[src/rtl/alu_pkg.sv]
// Shared definitions for the ALU/register-file slice: default widths and opcode encodings.
package alu_pkg;

    localparam int unsigned DEF_DATA_W = 8;
    localparam int unsigned DEF_ADDR_W = 3;

    localparam logic [3:0] OP_ADD   = 4'b0000;
    localparam logic [3:0] OP_ADC   = 4'b0001;
    localparam logic [3:0] OP_SUB   = 4'b0010;
    localparam logic [3:0] OP_SBC   = 4'b0011;
    localparam logic [3:0] OP_AND   = 4'b0100;
    localparam logic [3:0] OP_OR    = 4'b0101;
    localparam logic [3:0] OP_XOR   = 4'b0110;
    localparam logic [3:0] OP_NOT   = 4'b0111;
    localparam logic [3:0] OP_SHL   = 4'b1000;
    localparam logic [3:0] OP_SHR   = 4'b1001;
    localparam logic [3:0] OP_ASR   = 4'b1010;
    localparam logic [3:0] OP_ROL   = 4'b1011;
    localparam logic [3:0] OP_ROR   = 4'b1100;
    localparam logic [3:0] OP_INC   = 4'b1101;
    localparam logic [3:0] OP_DEC   = 4'b1110;
    localparam logic [3:0] OP_PASSB = 4'b1111;

endpackage

[src/rtl/alu_core.sv]
// Combinational ALU: result plus zero/carry/overflow/negative flags.
module alu_core
    import alu_pkg::*;
#(
    parameter int unsigned DATA_W = DEF_DATA_W
) (
    input  logic [DATA_W-1:0] a,
    input  logic [DATA_W-1:0] b,
    input  logic [3:0]        opcode,
    input  logic              cin,
    output logic [DATA_W-1:0] result,
    output logic              zero,
    output logic              carry,
    output logic              overflow,
    output logic              negative
);

    localparam int MSB = DATA_W - 1;
    localparam logic [DATA_W:0] ONE = (DATA_W + 1)'(1);

    logic [DATA_W:0] sum;
    logic [DATA_W:0] cin_ext;

    assign cin_ext = {{DATA_W{1'b0}}, cin};

    always_comb begin
        sum      = '0;
        result   = '0;
        carry    = 1'b0;
        overflow = 1'b0;
        case (opcode)
            OP_ADD, OP_ADC: begin
                sum      = {1'b0, a} + {1'b0, b} + ((opcode == OP_ADC) ? cin_ext : '0);
                result   = sum[MSB:0];
                carry    = sum[DATA_W];
                overflow = (a[MSB] == b[MSB]) && (result[MSB] != a[MSB]);
            end
            OP_SUB, OP_SBC: begin
                // Top bit of the 9-bit difference is the borrow.
                sum      = {1'b0, a} - {1'b0, b} - ((opcode == OP_SBC) ? cin_ext : '0);
                result   = sum[MSB:0];
                carry    = sum[DATA_W];
                overflow = (a[MSB] != b[MSB]) && (result[MSB] != a[MSB]);
            end
            OP_AND: result = a & b;
            OP_OR:  result = a | b;
            OP_XOR: result = a ^ b;
            OP_NOT: result = ~a;
            OP_SHL: begin
                result = {a[MSB-1:0], 1'b0};
                carry  = a[MSB];
            end
            OP_SHR: begin
                result = {1'b0, a[MSB:1]};
                carry  = a[0];
            end
            OP_ASR: begin
                result = {a[MSB], a[MSB:1]};
                carry  = a[0];
            end
            OP_ROL: begin
                result = {a[MSB-1:0], a[MSB]};
                carry  = a[MSB];
            end
            OP_ROR: begin
                result = {a[0], a[MSB:1]};
                carry  = a[0];
            end
            OP_INC: begin
                sum      = {1'b0, a} + ONE;
                result   = sum[MSB:0];
                carry    = sum[DATA_W];
                overflow = !a[MSB] && result[MSB];
            end
            OP_DEC: begin
                sum      = {1'b0, a} - ONE;
                result   = sum[MSB:0];
                carry    = sum[DATA_W];
                overflow = a[MSB] && !result[MSB];
            end
            default: result = b;
        endcase
    end

    assign zero     = (result == '0);
    assign negative = result[MSB];

endmodule

[src/rtl/alu_regfile.sv]
// Execute-stage slice: 8x8 register file (2 async read ports, 1 sync write port) feeding the ALU.
module alu_regfile
    import alu_pkg::*;
#(
    parameter int unsigned DATA_W = DEF_DATA_W,
    parameter int unsigned ADDR_W = DEF_ADDR_W
) (
    input  logic              clk,
    input  logic              rst_n,
    input  logic [ADDR_W-1:0] read_reg1,
    input  logic [ADDR_W-1:0] read_reg2,
    input  logic [ADDR_W-1:0] write_reg,
    input  logic [DATA_W-1:0] write_data,
    input  logic              write_en,
    input  logic [3:0]        opcode,
    input  logic              cin,
    output logic [DATA_W-1:0] read_data1,
    output logic [DATA_W-1:0] read_data2,
    output logic [DATA_W-1:0] result,
    output logic              zero,
    output logic              carry,
    output logic              overflow,
    output logic              negative
);

    localparam int NUM_REGS = 2 ** ADDR_W;

    logic [DATA_W-1:0] regs_q [NUM_REGS];

    // No write-through bypass: a same-cycle read sees the old contents.
    always_ff @(posedge clk or negedge rst_n) begin
        if (!rst_n) begin
            for (int i = 0; i < NUM_REGS; i++) begin
                regs_q[i] <= '0;
            end
        end else if (write_en) begin
            regs_q[write_reg] <= write_data;
        end
    end

    assign read_data1 = regs_q[read_reg1];
    assign read_data2 = regs_q[read_reg2];

    alu_core #(
        .DATA_W(DATA_W)
    ) u_alu_core (
        .a       (read_data1),
        .b       (read_data2),
        .opcode  (opcode),
        .cin     (cin),
        .result  (result),
        .zero    (zero),
        .carry   (carry),
        .overflow(overflow),
        .negative(negative)
    );

endmodule

[config.mk]
export PLATFORM = sky130hd
export DESIGN_NAME = alu_regfile
export DESIGN_NICKNAME = d
export VERILOG_FILES = /design/src/rtl/alu_pkg.sv /design/src/rtl/alu_core.sv /design/src/rtl/alu_regfile.sv
export SDC_FILE = /design/constraint.sdc
export NUM_CORES = 1
export LEC_CHECK = 0
export ABC_AREA = 1
export ABC_CLOCK_PERIOD_IN_PS = 6600
export BUFFER_PORTS_ARGS = -buffer_cell sky130_fd_sc_hd__buf_2
export CORE_ASPECT_RATIO = 1.1
export CORE_MARGIN = 1.5
export CORE_UTILIZATION = 50
export CTS_CLUSTER_DIAMETER = 100
export DETAILED_ROUTE_END_ITERATION = 16
export PLACE_DENSITY = 0.75
export SLEW_MARGIN = 20
export SYNTH_ARGS = -nofsm -noshare
export SYNTH_HDL_FRONTEND = slang
export SYNTH_SLANG_ARGS = --single-unit
export TNS_END_PERCENT = 1
[constraint.sdc]
create_clock -name clk -period 6.6 [get_ports clk]
set_input_delay 0.33 -clock clk [delete_from_list [all_inputs] [get_ports clk]]
set_output_delay 0.33 -clock clk [all_outputs]
set_load 0.02 [all_outputs]
==> results.json <==
{
  "clk_latency_ns": 0.33,
  "drc": 0,
  "fmax_mhz": 200,
  "cts_hold_buf": 0,
  "synth_cell_type_count": 42,
  "grt_busiest_layer": "met2",
  "hold_viol": 0,
  "power.share.clock_pct": 31.8,
  "clock_sinks": 64,
  "viasPerCell": 5.53,
  "areaGrowthSynthToFinish_pct": 11.3,
  "cell_internal_pwr_mw": 1.08,
  "crit_path_start_kind": "primary input",
  "outcome": "finished clean",
  "hold_class": "primary input to async pin",
  "drt_pre_antenna_iters": 7,
  "setup_viol": 0,
  "grt_first_pass_wirelength_um": 28100,
  "cp-end-kind": "output pin",
  "use_met3_pct": 4.65,
  "rsz0062_at_grt": "no",
  "postCtsSetupBuffers": 0,
  "arrival_ns": 4.67,
  "ir_drop_mv": 0.179,
  "initialDrtViolationCount": 583,
  "numCtsBuffers": 9,
  "fp.dieH_um": 115,
  "wl_per_cell_um": 15.6,
  "nFillCells": 1071,
  "synth.ff_latch_count": 64,
  "finalPower_mw": 1.76,
  "synth_edf_count": 0,
  "crit_path_max_incr_delay_ns": 0.55,
  "synth-warning-count": 0,
  "top_regs": "regs_q: 64 flops",
  "avgSynthCellArea_um2": 6.27,
  "largest_reg_flops": 64,
  "synth_cells": 913,
  "overflow": 0,
  "drv_cap": 0,
  "synth_top_area_share_pct": 28.0,
  "synth-seq-area-share_pct": 28.0,
  "setup_tns_ns": 0,
  "io_pins": 53,
  "holdWs_ns": 0.163,
  "track_usage_pct": 29.5,
  "finClkSkew_ns": 0,
  "grt_max_degree": 65,
  "grt_pass1_vias": 5621,
  "cts_buffer_depth": 2,
  "power.density_mw_per_mm2": 276,
  "comb_power_share_pct": 38.6,
  "power_frac_seq_pct": 29.6,
  "swShare_pct": 38.4,
  "crit_slowest_cell": "o21ai_0",
  "yosys-top-cells-area": "dfrtp_1 28%, nand2_1 17%, o21ai_0 11%, inv_1 8.7%, ha_1 7.0%",
  "vias": 6081,
  "antenna_cells": 0,
  "drive_above_1_share_pct": 10.2,
  "crit_family": "buffers and inverters",
  "fin_nets": 1008,
  "cts.clk_slew.worst_paths_ns": 0.05,
  "fin_crit_sh_pct": 75.8,
  "path_common_cell": "nand2_1",
  "met1_usage_pct": 37.0,
  "path_cells": "buf_2, inv_1, a21oi_1, o21ai_0, nand2_1, inv_1, o21ai_0, inv_1, ha_1, ha_1, inv_1, o21ai_0, nand2_1, nand3_1, nand2_1, nand3_1, nand3_1, nor2_1, nand3_1, nand2_1, nand2_1, nor3_2, buf_2",
  "period_minus_slack_ns": 5.00,
  "drt-total-wl_um": 17100,
  "critPathRequiredTime_ns": 6.27,
  "syn-num-nets": 974,
  "drv_slew": 0,
  "antenna_found_initial": 0,
  "cp_max_fo": 40,
  "synth.largest_area_cell": "dfrtp_1",
  "cts_root_buf": "clkbuf_16",
  "core_mm2": 0.0111,
  "hpwl_um": 12500,
  "ant_nets": 0,
  "cts-htree-levels": 3,
  "row_count": 40,
  "use_met2_pct": 50.0,
  "p_leak_nw": 3.35,
  "regMostFlops": "regs_q",
  "gp_congestion": 0.967,
  "port_buffers": 52,
  "crit_type": "primary input to output pin",
  "start_util_pct": 51.7,
  "yosys_most_used_dff": "dfrtp_1",
  "slew_headroom_pct": 41.6,
  "synthArstFlopShare_pct": 100,
  "synth_area_mm2": 0.00572,
  "tightest_slew_ns": 0.875,
  "p_sw_uw": 674,
  "dieArea_mm2": 0.0121,
  "die_w_um": 105,
  "ctsResizeCount": 0,
  "critPathBufInv": 6,
  "cts_tree": "done"
}
## Yosys cell counts, types with 2 or more instances
master    count
a21oi_1      40
buf_2         9
buf_4         2
buf_6         4
clkbuf_1     13
dfrtp_1      64
fa_1          4
ha_1         32
inv_1       132
inv_2         9
nand2_1     253
nand2_2       6
nand2_4       2
nand3_1      70
nand3_2       2
nand3b_1      3
nand4_1      17
nor2_1       77
nor2_2        2
nor3_1        6
o211ai_1      6
o21a_1        2
o21ai_0     126
o21ai_1       9
o22ai_1       5
or2_2         2
## per-layer routing
layer  vias up  part of all wire [%]
met5         -                     0
li1       3004                     -
met1      2754                    42
met4         0                   3.6
met2       271                    47
met3        52                   7.3
## path summary, 6_finish.rpt
kind,to,slack [ns],from,cells past startpoint
hold / removal,regs_q[51]$_DFFE_PN0P_,0.16,rst_n,2
max in group asynchronous,regs_q[15]$_DFFE_PN0P_,5.87,rst_n,2
setup reg to reg,regs_q[2]$_DFFE_PN0P_,5.88,regs_q[2]$_DFFE_PN0P_,2
setup / recovery,zero,1.60,read_reg2[0],23
min in group clk,regs_q[2]$_DFFE_PN0P_,0.21,write_data[2],3
hold reg to reg,regs_q[21]$_DFFE_PN0P_,0.48,regs_q[21]$_DFFE_PN0P_,2
## layout by cell type, fill, tap and decap left out, drive strengths merged, types with 2 or more instances in the layout
cell type / n
a21oi: 40
buf: 53
bufinv: 3
clkbuf: 11
clkinv: 2
dfrtp: 64
fa: 4
ha: 32
inv: 142
nand2: 261
nand3: 72
nand3b: 3
nand4: 17
nor2: 79
nor3: 7
o211ai: 6
o21a: 2
o21ai: 137
o22ai: 5
or2: 3
## area by class of cell
class / instances / area, µm² / share of cell area, %
Tap cell: 147 / 184 / 2.89
Sequential cell: 64 / 1600 / 25.1
Inverter: 143 / 539 / 8.47
Multi-Input combinational cell: 676 / 3420 / 53.7
Clock buffer: 11 / 253 / 3.97
Timing Repair Buffer: 53 / 268 / 4.20
Clock inverter: 5 / 103 / 1.61
## per-stage QoR
stage,util (%),setup slack (ns),area [µm²],instances
finish,57.6,1.60,6370,1099
global route,57.6,1.22,6370,1099
global placement,54.3,1.80,6010,1083
floorplan,-,2.67,5720,913
CTS,57.5,1.72,6360,1099
detailed placement,54.3,1.72,6010,1083
## kinds of logic after synthesis
family	share of synthesized area [%]
buf+inv	12.4
simple gates	32.7
xor+xnor	0.153
flops	28.0
fa+ha+maj	8.40
compound gates	18.4
## power by group through the flow
stage | clock network, mW | logic, mW | registers [mW]
after floorplan | 0 | 0.508 | 0.507
after global placement | 0 | 0.659 | 0.520
after detailed placement | 0 | 0.667 | 0.523
after CTS | 0.566 | 0.671 | 0.518
after global routing | 0.586 | 0.772 | 0.528
final | 0.558 | 0.677 | 0.520
Power figures use the tool's default switching activity.
